--- src/rtl/reorder_buffer_pkg.sv ---
// Shared ROB widths and constants for the Tomasulo core.
// Optional flush port is enabled by defining ROB_FLUSH_EN.
package reorder_buffer_pkg;
  localparam int ROB_DEPTH_D  = 8;
  localparam int TAG_WIDTH_D  = 4;
  localparam int REG_WIDTH_D  = 5;
  localparam int DATA_WIDTH_D = 32;
  localparam int ROB_IDX_W_D  = $clog2(ROB_DEPTH_D);
  localparam logic [TAG_WIDTH_D-1:0] TAG_FREE = '1;
endpackage

--- src/rtl/reorder_buffer_query_port.sv ---
// Operand lookup by tag: entry array read with same-cycle CDB bypass.
// Tags at or above the depth (including TAG_FREE) never hit.
module rob_query_port
  import reorder_buffer_pkg::*;
#(
  parameter int ROB_DEPTH  = ROB_DEPTH_D,
  parameter int TAG_WIDTH  = TAG_WIDTH_D,
  parameter int DATA_WIDTH = DATA_WIDTH_D
) (
  input  logic [TAG_WIDTH-1:0]  qry_tag,
  input  logic [ROB_DEPTH-1:0]  ent_valid,
  input  logic [ROB_DEPTH-1:0]  ent_ready,
  input  logic [DATA_WIDTH-1:0] ent_data [ROB_DEPTH],
  input  logic                  cdb_valid,
  input  logic [TAG_WIDTH-1:0]  cdb_tag,
  input  logic [DATA_WIDTH-1:0] cdb_data,
  output logic                  qry_rdy,
  output logic [DATA_WIDTH-1:0] qry_data
);
  localparam int IDXW = $clog2(ROB_DEPTH);
  localparam logic [TAG_WIDTH-1:0] LIMIT = TAG_WIDTH'(ROB_DEPTH);

  logic [IDXW-1:0] idx;
  logic            hit;
  logic            bypass;

  assign idx    = qry_tag[IDXW-1:0];
  assign hit    = (qry_tag < LIMIT) && ent_valid[idx];
  assign bypass = hit && cdb_valid && (cdb_tag == qry_tag);

  always_comb begin
    qry_rdy  = 1'b0;
    qry_data = '0;
    if (bypass) begin
      qry_rdy  = 1'b1;
      qry_data = cdb_data;
    end else if (hit && ent_ready[idx]) begin
      qry_rdy  = 1'b1;
      qry_data = ent_data[idx];
    end
  end
endmodule

--- src/rtl/reorder_buffer.sv ---
// In-order retirement queue: tag allocation, CDB capture, head commit.
// Define ROB_FLUSH_EN to add the flush port.
module reorder_buffer
  import reorder_buffer_pkg::*;
#(
  parameter int ROB_DEPTH  = ROB_DEPTH_D,
  parameter int TAG_WIDTH  = TAG_WIDTH_D,
  parameter int REG_WIDTH  = REG_WIDTH_D,
  parameter int DATA_WIDTH = DATA_WIDTH_D
) (
  input  logic                  clk,
  input  logic                  rst,
`ifdef ROB_FLUSH_EN
  input  logic                  flush,
`endif
  input  logic                  alloc_valid,
  input  logic [REG_WIDTH-1:0]  alloc_rd,
  output logic                  alloc_ready,
  output logic [TAG_WIDTH-1:0]  alloc_tag,
  input  logic                  cdb_valid,
  input  logic [TAG_WIDTH-1:0]  cdb_tag,
  input  logic [DATA_WIDTH-1:0] cdb_data,
  input  logic [TAG_WIDTH-1:0]  qry_tag1,
  input  logic [TAG_WIDTH-1:0]  qry_tag2,
  output logic                  qry_rdy1,
  output logic                  qry_rdy2,
  output logic [DATA_WIDTH-1:0] qry_data1,
  output logic [DATA_WIDTH-1:0] qry_data2,
  output logic                  commit_en,
  output logic [REG_WIDTH-1:0]  commit_name,
  output logic [DATA_WIDTH-1:0] commit_data,
  output logic [TAG_WIDTH-1:0]  commit_tag
);
  localparam int IDXW = $clog2(ROB_DEPTH);
  localparam logic [TAG_WIDTH-1:0] LIMIT = TAG_WIDTH'(ROB_DEPTH);
  localparam logic [IDXW:0] FULL = (IDXW+1)'(ROB_DEPTH);

  logic [ROB_DEPTH-1:0]  valid;
  logic [ROB_DEPTH-1:0]  ready;
  logic [REG_WIDTH-1:0]  rd   [ROB_DEPTH];
  logic [DATA_WIDTH-1:0] data [ROB_DEPTH];
  logic [IDXW-1:0]       head;
  logic [IDXW-1:0]       tail;
  logic [IDXW:0]         count;

  logic            kill;
  logic            accept;
  logic            retire;
  logic            cdb_hit;
  logic [IDXW-1:0] cdb_idx;

`ifdef ROB_FLUSH_EN
  assign kill = flush;
`else
  assign kill = 1'b0;
`endif

  // alloc_ready looks only at count, so a full ROB refuses even while retiring
  assign alloc_ready = count < FULL;
  assign alloc_tag   = TAG_WIDTH'(tail);
  assign accept      = alloc_valid && alloc_ready;
  assign retire      = valid[head] && ready[head];
  assign cdb_idx     = cdb_tag[IDXW-1:0];
  assign cdb_hit     = cdb_valid && (cdb_tag < LIMIT) && valid[cdb_idx];
  assign commit_en   = retire && (rd[head] != '0) && !kill;

  always_comb begin
    commit_name = '0;
    commit_data = '0;
    commit_tag  = '0;
    if (retire) begin
      commit_name = rd[head];
      commit_data = data[head];
      commit_tag  = TAG_WIDTH'(head);
    end
  end

  always_ff @(posedge clk) begin
    if (rst || kill) begin
      valid <= '0;
      ready <= '0;
      head  <= '0;
      tail  <= '0;
      count <= '0;
    end else begin
      if (retire) begin
        valid[head] <= 1'b0;
        head        <= head + IDXW'(1);
      end
      if (cdb_hit) ready[cdb_idx] <= 1'b1;
      if (accept) begin
        valid[tail] <= 1'b1;
        ready[tail] <= 1'b0;
        tail        <= tail + IDXW'(1);
      end
      unique case ({accept, retire})
        2'b10:   count <= count + (IDXW+1)'(1);
        2'b01:   count <= count - (IDXW+1)'(1);
        default: count <= count;
      endcase
    end
  end

  always_ff @(posedge clk) begin
    if (cdb_hit) data[cdb_idx] <= cdb_data;
    if (accept) rd[tail] <= alloc_rd;
  end

  rob_query_port #(
    .ROB_DEPTH(ROB_DEPTH), .TAG_WIDTH(TAG_WIDTH), .DATA_WIDTH(DATA_WIDTH)
  ) u_qry1 (
    .qry_tag(qry_tag1), .ent_valid(valid), .ent_ready(ready),
    .ent_data(data), .cdb_valid(cdb_valid), .cdb_tag(cdb_tag),
    .cdb_data(cdb_data), .qry_rdy(qry_rdy1), .qry_data(qry_data1)
  );

  rob_query_port #(
    .ROB_DEPTH(ROB_DEPTH), .TAG_WIDTH(TAG_WIDTH), .DATA_WIDTH(DATA_WIDTH)
  ) u_qry2 (
    .qry_tag(qry_tag2), .ent_valid(valid), .ent_ready(ready),
    .ent_data(data), .cdb_valid(cdb_valid), .cdb_tag(cdb_tag),
    .cdb_data(cdb_data), .qry_rdy(qry_rdy2), .qry_data(qry_data2)
  );
endmodule

--- config.mk ---
export PLATFORM = sky130hd
export DESIGN_NAME = reorder_buffer
export DESIGN_NICKNAME = d
export VERILOG_FILES = /design/src/rtl/reorder_buffer_pkg.sv /design/src/rtl/reorder_buffer_query_port.sv /design/src/rtl/reorder_buffer.sv
export SDC_FILE = /design/constraint.sdc
export NUM_CORES = 1
export LEC_CHECK = 0
export CAP_MARGIN = 30
export CORE_MARGIN = 2
export CORE_UTILIZATION = 47
export DETAILED_ROUTE_END_ITERATION = 7
export PLACE_DENSITY = 0.67
export SLEW_MARGIN = 0
export SYNTH_ARGS = -nofsm -noshare
export SYNTH_HDL_FRONTEND = slang
export SYNTH_HIERARCHICAL = 1
export SYNTH_SLANG_ARGS = --single-unit
--- constraint.sdc ---
create_clock -name clk -period 3.45 [get_ports clk]
set_input_delay 0.8625 -clock clk [delete_from_list [all_inputs] [get_ports clk]]
set_output_delay 0.8625 -clock clk [all_outputs]
set_load 0.01 [all_outputs]
==> results of run 1 <==
## timing repair
item / 4_1_cts / 5_1_grt
gates resized for setup: 339 / 44
buffers inserted: 35 / 7
pin swaps: 91 / 33
setup endpoints to repair: 106 / 74
cloned: 10 / 4
## per-layer routing
metal  wire length, µm  GRT usage  up-vias
met1             22700      0.383     6809
met5                 0          0        -
li1                  -          -     5447
met2             28300      0.466      767
met3              5640     0.0569      122
met4              1940      0.111        0
## cell usage after synthesis (all sizes together), types with 2 or more instances
library cell	instances
and3	9
xnor2	9
o211ai	64
o21ai	7
buf	85
or3	3
dfxtp	29
or2	2
mux2	75
inv	10
nand3	5
mux2i	42
nor2b	5
nor2	66
nand2b	4
a31oi	4
clkbuf	36
o21a	5
nand2	10
mux4	214
nor3	10
and4	2
nand4	64
edfxtp	296
nand3b	2
ha	6
xor2	4
nor3b	2
a21oi	75
## kinds of logic after synthesis
family | Yosys count | synth area share
fa+ha+maj | 6 | 0.00408
xor+xnor | 13 | 0.00618
other cells | 1 | 0.000204
flops | 325 | 0.514
buf+inv | 131 | 0.0393
simple gates | 186 | 0.0526
mux | 331 | 0.331
compound gates | 157 | 0.0529
## metrics by stage
step / instance area, µm² / instances / setup WS (ps) / total power, W
global route: 23600 / 1995 / -47.5 / 0.00934
detailed placement: 22000 / 1887 / -486 / 0.00535
CTS: 23600 / 1993 / -64.1 / 0.00911
finish: 23600 / 1995 / 4.53 / 0.00910
floorplan: 18400 / 1151 / 341 / 0.00487
global placement: 22000 / 1887 / -473 / 0.00534
## state kept, by name (all words and copies together), names as in the netlist, named ones only
| register | count |
|---|---|
| tail | 3 |
| ready | 8 |
| rd | 40 |
| count | 4 |
| data | 256 |
| valid | 8 |
| head | 3 |
## critical path, cell delays in order
cell and delay (ps):
buf_12 120, mux2_4 300, mux4_2 500, buf_12 170, buf_12 130, buf_6 110
o211ai_1 120, a21oi_1 110, buf_2 150
## worst max-delay path by stage
| stage | end | slack (ps) | cells after the start |
|---|---|---|---|
| 3_3_place_gp | qry_data2[26] | -470 | 8 |
| 2_1_floorplan | qry_data1[0] | 340 | 7 |
| 3_5_place_dp | qry_data2[26] | -490 | 8 |
| 5_1_grt | qry_data1[18] | -50 | 9 |
| 4_1_cts | qry_data1[24] | -60 | 9 |
| 6_report | qry_data1[18] | 5 | 9 |
## power groups by stage
stage               combinational, W  sequential (W)  clock [W]
global placement            0.000929         0.00441          0
floorplan                   0.000459         0.00441          0
CTS                         0.000986         0.00432    0.00380
detailed placement          0.000939         0.00441          0
finish                       0.00102         0.00433    0.00375
global route                 0.00106         0.00433    0.00395
## area by class of cell
cell class | count | share of cell area
Clock inverter | 20 | 0.00826
Inverter | 10 | 0.00159
Sequential cell | 325 | 0.401
Clock buffer | 41 | 0.0398
Multi-Input combinational cell | 695 | 0.354
Tap cell | 518 | 0.0274
Timing Repair Buffer | 386 | 0.169
==> flow_metrics.py, run 1 <==
metrics = {
    "floorplanning": {
        "die_w_um": 202,
        "core_area_mm2": 0.0386,
        "rows": 72,
        "die-area_mm2": 0.0408,
        "die_h_um": 202,
        "ios": 166,
        "initial_core_util": 0.477,
    },
    "synthesis": {
        "ys_seq_area_frac": 0.514,
        "synth.area.top_cells": "edfxtp_1, mux4_2, mux2_2, dfxtp_1, o211ai_1",
        "synthArstFlopShare": 0,
        "synthFlopType": "edfxtp_1",
        "syn_area_mm2": 0.0184,
        "synth-seq-cells": 325,
        "syn_inst": 1150,
        "synth_edf_count": 296,
        "yosysWarnings": 6,
        "synth_top_area_frac": 0.483,
        "synth_top_area_cell": "edfxtp_1",
        "synth.avg_cell_area_um2": 16.0,
        "synth.lib_cells_used.distinct": 40,
    },
    "route": {
        "drc": 0,
        "drt_iter0_markers": 1302,
        "final_antenna_net_count": 0,
        "dr.pass1.iters": 5,
        "vias": 13145,
        "via_per_inst": 6.59,
        "wirelength_um": 58500,
        "wl_per_cell_um": 29.3,
    },
    "power_and_ir_drop": {
        "power.share.clock": 0.412,
        "p_comb_frac": 0.112,
        "internal-power_w": 0.00708,
        "p_leak_nw": 8.00,
        "p_seq_frac": 0.475,
        "powerDensity_mw_per_mm2": 385,
        "vdd_drop_max_mv": 0.286,
        "swShare": 0.222,
        "p_switching_w": 0.00202,
    },
    "cells_and_area": {
        "nFillCells": 2799,
        "regArea_mm2": 0.00948,
        "insertedDiodeCount": 0,
        "fin_util": 0.612,
        "multi_input_area_mm2": 0.00836,
        "layout_commonest_cell": "edfxtp_1",
        "final_cell_mix": "edfxtp_1, mux4_2, buf_4, a21oi_1, nor2_1",
        "nets": 1513,
        "area_delta_synth_final_pct": 28.3,
        "drive_above_1_share": 0.448,
    },
    "min_path": {
        "worstHoldEndpoint": "count[3]",
        "hold_start": "count[3]",
        "hp-class": "flip-flop to flip-flop",
        "hold_depth": 2,
    },
    "sta": {
        "period_needed_ps": 3450,
        "whs_ps": 506,
        "finClkSkew_ps": 22.0,
        "relSlewSlack": 0.592,
        "maxSlewViolCount": 0,
        "worst_slew_pin_slew_ps": 611,
        "hold_violations": 0,
        "period_share": 0.999,
        "finalSetupViolations": 0,
        "rsz0062_at_grt": "yes",
        "timing.fmax_mhz": 290,
        "finalSetupTns_ps": 0,
    },
    "cts": {
        "hold_buffers": 0,
        "clock-sinks": 325,
        "clock_path_buffers": 3,
        "clockRootBuffer": "clkbuf_16",
        "tritoncts": "yes",
        "cts_max_level": 2,
        "clk_pin_slew_ps": 60,
        "cts_made_buffers": 36,
        "clk_latency_ps": 530,
    },
    "placement": {
        "place.gp.congestion": 0.832,
        "port_buffers": 163,
        "dp_hpwl_um": 37200,
    },
    "critical_path": {
        "ff2ff_path_depth": 13,
        "cp_max_fo": 8,
        "critPathLaunchType": "primary input",
        "criticalPathCategory": "primary input to output port",
        "arrival_ps": 2580,
        "end_kind": "output port",
        "reg2reg_from": "head[0]",
        "startpoint": "qry_tag1[1]",
        "cp.required_ps": 2590,
        "r2r_setup_slack_ps": 630,
        "r2r-end": "count[2]",
    },
    "grt": {
        "track_usage": 0.287,
        "grt_pass1_vias": 13262,
        "grt_max_degree": 59,
        "grt_pass1_wl_um": 85600,
        "grt-ovfl-total": 0,
        "antenna_found_initial": 1,
    },
    "run_status": {
        "status": "finished clean",
    },
    "flow_run": {
        "maxCapViolations": 0,
    },
}
(Power assumes the default switching activity.)
==> run 2: changes to the inputs <==
- CORE_UTILIZATION: 47 -> 59
- PLACE_DENSITY: 0.67 -> 0.81
==> run 2 against run 1 <==
Against the previous run: the flow now finishes with violations (negative setup slack); largest cell class unchanged; global-route usage grew 9.6 points; cell count shrank 6.1%; design area grew 0.14%; first-iteration DRC count grew 51%; die area shrank 20%; via count grew 8.2%; core utilization grew 16 points; sequential cell count is the same.
==> flow_metrics.py, run 2 (synthesized netlist as in run 1, its figures left out) <==
metrics = {
    "sta": {
        "period_needed_ps": 3510,
        "layout_setup_ws_ps": -60.8,
        "whs_ps": 513,
        "finalSetupViolations": 8,
        "rsz0062_at_grt": "yes",
        "maxSlewViolCount": 0,
        "timing.fmax_mhz": 285,
        "worst_slew_pin_slew_ps": 584,
        "finClkSkew_ps": 17.7,
        "relSlewSlack": 0.609,
        "period_share": 1.02,
        "hold_violations": 0,
    },
    "cells_and_area": {
        "final_cell_mix": "edfxtp_1, mux4_2, buf_4, a21oi_1, mux2_2",
        "largest_register_ffs": 256,
        "reg_top3": "data: 256 flops, rd: 40 flops",
        "insertedDiodeCount": 0,
        "drive_above_1_share": 0.459,
        "stdcell_area_mm2": 0.0237,
        "area_delta_synth_final_pct": 28.5,
        "nFillCells": 1651,
        "fin_util": 0.772,
        "regArea_mm2": 0.00948,
        "multi_input_area_mm2": 0.00848,
        "nets": 1515,
        "layout_commonest_cell": "edfxtp_1",
        "regMostFlops": "data",
    },
    "grt": {
        "antenna_found_initial": 2,
        "grt_max_degree": 60,
        "grt-ovfl-total": 0,
        "grt_pass1_vias": 14592,
        "grt_pass1_wl_um": 92300,
        "track_usage": 0.383,
    },
    "critical_path": {
        "path_cells": "buf_12 -> mux2_4 -> mux4_2 -> buf_12 -> buf_12 -> buf_6 -> o211ai_1 -> a21oi_1 -> buf_2",
        "criticalPathCategory": "primary input to output port",
        "crit_slowest_cell": "mux4_2",
        "arrival_ps": 2650,
        "path_delay_family": "multiplexers",
        "cp_max_fo": 8,
        "startpoint": "qry_tag1[1]",
        "critPathLaunchType": "primary input",
        "cp.required_ps": 2590,
        "end_kind": "output port",
        "cp.depth": 9,
        "max_stage_delay_ps": 510,
        "reg2reg_from": "head[0]",
        "ff2ff_path_depth": 12,
        "cpMostUsedCell": "buf_12",
        "critPathBufInv": 5,
    },
    "route": {
        "final_antenna_net_count": 0,
        "dr.pass1.iters": 8,
        "drt_iter0_markers": 1963,
        "drc": 0,
        "wl_per_cell_um": 33.3,
        "wirelength_um": 62400,
        "via_per_inst": 7.59,
        "vias": 14221,
    },
    "floorplanning": {
        "die_h_um": 181,
        "initial_core_util": 0.601,
        "core_area_mm2": 0.0307,
        "rows": 64,
        "ios": 166,
        "die_w_um": 181,
        "die-area_mm2": 0.0327,
    },
    "cts": {
        "tritoncts": "yes",
        "hold_buffers": 0,
        "clock_path_buffers": 3,
        "clock-sinks": 325,
        "cts_made_buffers": 35,
        "clk_latency_ps": 520,
        "clk_pin_slew_ps": 60,
        "cts_max_level": 2,
        "clockRootBuffer": "clkbuf_16",
    },
    "flow_run": {
        "maxCapViolations": 0,
    },
    "min_path": {
        "hold_start": "tail[0]",
        "hp-class": "flip-flop to flip-flop",
        "hold_depth": 2,
    },
    "run_status": {
        "status": "finished with violations",
        "violations": "negative setup slack",
    },
    "placement": {
        "port_buffers": 163,
        "dp_slack_ps": -473,
        "dpl-instance-area_mm2": 0.0218,
        "dp_hpwl_um": 35800,
        "place.gp.congestion": 0.885,
    },
    "power_and_ir_drop": {
        "p_seq_frac": 0.467,
        "powerDensity_mw_per_mm2": 391,
        "power.share.clock": 0.418,
        "vdd_drop_max_mv": 0.391,
        "p_leak_nw": 8.11,
        "internal-power_w": 0.00716,
        "p_comb_frac": 0.115,
        "swShare": 0.227,
        "p_switching_w": 0.00210,
    },
}
run 2: worst min-delay path, stage by stage (launching register included):
cell     delay (ps)
dfxtp_1         340
nand2_1          70
a21oi_1          60
run 2: layout make-up:
type	count	area share
Clock buffer	42	0.0399
Tap cell	396	0.0209
Clock inverter	17	0.00904
Sequential cell	325	0.400
Multi-Input combinational cell	695	0.358
Inverter	10	0.00159
Timing Repair Buffer	389	0.170
run 2: path summary, 6_finish.rpt:
| check | to | slack [ps] |
|---|---|---|
| min reg2reg | tail[0] | 510 |
| max reg2reg | count[2] | 560 |
| min | tail[0] | 510 |
| max | qry_data1[3] | -60 |
run 2: power by group through the flow:
stage | Combinational [W] | Sequential (W) | Clock [W]
floorplan | 0.000459 | 0.00441 | 0
global placement | 0.000890 | 0.00441 | 0
detailed placement | 0.000910 | 0.00441 | 0
CTS | 0.00100 | 0.00432 | 0.00385
global route | 0.00109 | 0.00432 | 0.00403
finish | 0.00106 | 0.00433 | 0.00387
run 2: repair_timing:
item,4_1_cts,5_1_grt
gates cloned,14,1
buffers inserted,32,11
endpoints found under the setup margin,106,62
pin swaps,64,22
resized for setup,369,37
run 2: through the flow:
stage | power, W | cells | setup TNS, ps
2_1_floorplan | 0.00487 | 1151 | 0
3_5_place_dp | 0.00532 | 1764 | -23260
3_3_place_gp | 0.00530 | 1764 | -21780
4_1_cts | 0.00918 | 1867 | -618
5_1_grt | 0.00945 | 1874 | -458
6_report | 0.00926 | 1874 | -303
run 2: per-layer routing:
layer	track usage	routed length [µm]	share of wire	up-vias
li1	-	-	-	5440
met1	0.485	20000	0.32	7077
met2	0.609	29600	0.47	1391
met3	0.114	9320	0.15	309
met4	0.186	3450	0.055	4
met5	0	26	0.00042	-
==> run 3: changes to the inputs <==
- CORE_UTILIZATION: 59 -> 65
- DONT_BUFFER_PORTS: unset -> 1
==> run 3 against run 2 <==
Against the previous run: the flow now finishes without violations; first-iteration DRC count decreased by 12%; core utilization decreased by 4.9 points; via count decreased by 15%; highest routed layer is now met4; sequential share of layout area increased by 7.0 points; hold slack got worse by 90 ps; largest cell class unchanged; sequential cell count unchanged; wire length decreased by 20%; maximum frequency increased by 4.8%; design area decreased by 15%; combinational power decreased by 54%; clock power about the same.
==> flow_metrics.py, run 3 (synthesized netlist as in run 1, its figures left out) <==
metrics = {
    "run_status": {
        "status": "finished clean",
    },
    "route": {
        "drt_iter0_markers": 1722,
        "drc": 0,
        "dr.pass1.iters": 7,
        "wirelength_um": 49800,
        "final_antenna_net_count": 0,
        "via_per_inst": 7.83,
        "vias": 12062,
        "wl_per_cell_um": 32.3,
    },
    "critical_path": {
        "startpoint": "head[0]",
        "reg2reg_from": "head[0]",
        "end_kind": "output port",
        "critPathLaunchType": "flip-flop",
        "r2r_setup_slack_ps": 520,
        "cp-endpoint": "commit_data[1]",
        "criticalPathCategory": "flip-flop to output port",
        "arrival_ps": 2490,
        "cp.required_ps": 2590,
        "ff2ff_path_depth": 11,
        "cp_max_fo": 14,
        "r2r-end": "count[2]",
    },
    "cells_and_area": {
        "layout_commonest_cell": "edfxtp_1",
        "insertedDiodeCount": 0,
        "final_cell_mix": "edfxtp_1, mux4_2, a21oi_1, mux2_2, nor2_1",
        "drive_above_1_share": 0.357,
        "reg_top3": "data: 256 flops, rd: 40 flops",
        "largest_register_ffs": 256,
        "nFillCells": 1680,
        "regMostFlops": "data",
        "fin_cells": 1541,
        "nets": 1199,
        "area_delta_synth_final_pct": 9.27,
    },
    "cts": {
        "ctsResizeCount": 0,
        "post_cts_buffers": 1,
        "cts_made_buffers": 35,
        "clk_latency_ps": 510,
        "cts_max_level": 2,
        "tritoncts": "yes",
        "clock-sinks": 325,
        "clockRootBuffer": "clkbuf_16",
        "hold_buffers": 0,
        "clock_path_buffers": 3,
        "clk_pin_slew_ps": 60,
    },
    "power_and_ir_drop": {
        "p_seq_frac": 0.500,
        "vdd_drop_max_mv": 0.545,
        "p_comb_frac": 0.056,
        "powerDensity_mw_per_mm2": 430,
        "power.share.clock": 0.444,
        "internal-power_w": 0.00695,
        "p_switching_w": 0.00170,
        "p_leak_nw": 6.02,
        "total_power_w": 0.00865,
        "swShare": 0.197,
    },
    "floorplanning": {
        "rows": 61,
        "initial_core_util": 0.661,
        "die-area_mm2": 0.0297,
        "die_w_um": 172,
        "ios": 166,
        "core_area_mm2": 0.0279,
        "die_h_um": 172,
    },
    "sta": {
        "period_share": 0.971,
        "hold_violations": 0,
        "finClkSkew_ps": 8.93,
        "finalSetupTns_ps": 0,
        "rsz0062_at_grt": "no",
        "worst_slew_pin_slew_ps": 918,
        "relSlewSlack": 0.386,
        "timing.fmax_mhz": 298,
        "finalSetupViolations": 0,
        "period_needed_ps": 3350,
        "maxSlewViolCount": 0,
    },
    "grt": {
        "track_usage": 0.342,
        "grt_pass1_vias": 11881,
        "grt-ovfl-total": 0,
        "antenna_found_initial": 0,
        "grt_max_degree": 71,
        "grt_pass1_wl_um": 73100,
    },
    "placement": {
        "port_buffers": 0,
        "dp_hpwl_um": 29700,
        "place.gp.congestion": 0.822,
        "dp.cells": 1480,
    },
    "flow_run": {
        "maxCapViolations": 0,
    },
    "min_path": {
        "hp-class": "primary input to flip-flop",
    },
}
[run 3: changes by cell type in the layout (fill, tap and decap cells not counted), sizes merged]
| cell | before | now |
|---|---|---|
| clkinv | 9 | 6 |
| dlygate4sd2 | 38 | 0 |
| clkdlybuf4s15 | 8 | 0 |
| clkbuf | 54 | 48 |
| bufbuf | 5 | 0 |
| dlymetal6s2s | 3 | 0 |
| clkdlybuf4s50 | 44 | 0 |
| clkinvlp | 3 | 1 |
| buf | 279 | 73 |
[run 3: worst min-delay path by stage]
stage                   from  endpoint  slack, ps  cells after the start
floorplan           count[3]  count[3]        470                      2
global placement    count[3]  count[3]        480                      2
detailed placement  count[3]  count[3]        500                      2
CTS                      rst   head[0]        410                      1
global route             rst  count[2]        410                      1
finish                   rst   tail[2]        420                      1
[run 3: metal layers]
layer | wire length (µm) | part of all wire | up-vias | track usage
met5 | 0 | 0 | - | 0
met4 | 1960 | 0.039 | 0 | 0.139
met3 | 6600 | 0.13 | 172 | 0.0879
met2 | 24100 | 0.48 | 1012 | 0.551
met1 | 17100 | 0.34 | 6072 | 0.451
li1 | - | - | 4806 | -
[run 3: final cells by class]
class                   instances  area, µm²  area share
repair buffers                 73        702      0.0349
clock inverters                12        183     0.00908
inverters                      10       37.5     0.00186
flip-flops and latches        325       9480       0.471
multi-input cells             695       8260       0.410
clock buffers                  48        997      0.0495
well taps                     378        473      0.0235
[run 3: stage by stage]
| step | utilization | setup WS [ps] | cell area [µm²] | hold slack [ps] |
|---|---|---|---|---|
| 3_5_place_dp | 0.680 | 245 | 18900 | 497 |
| 6_report | 0.723 | 99.0 | 20100 | 423 |
| 5_1_grt | 0.723 | 26.1 | 20100 | 409 |
| 3_3_place_gp | 0.680 | 304 | 18900 | 483 |
| 4_1_cts | 0.723 | 124 | 20100 | 406 |
| 2_1_floorplan | - | 341 | 18400 | 472 |
[run 3: worst max-delay path: stages, from the launching register on]
cell,delay [ps]
dfxtp_4,500
mux4_1,650
nand3_1,140
o21a_2,190
buf_4,280
nor2_1,200
[run 3: power by group through the flow]
stage	registers [W]	logic (W)	clock network, W
2_1_floorplan	0.00441	0.000459	0
3_3_place_gp	0.00441	0.000457	0
3_5_place_dp	0.00441	0.000464	0
4_1_cts	0.00433	0.000470	0.00386
5_1_grt	0.00433	0.000499	0.00401
6_report	0.00433	0.000485	0.00384
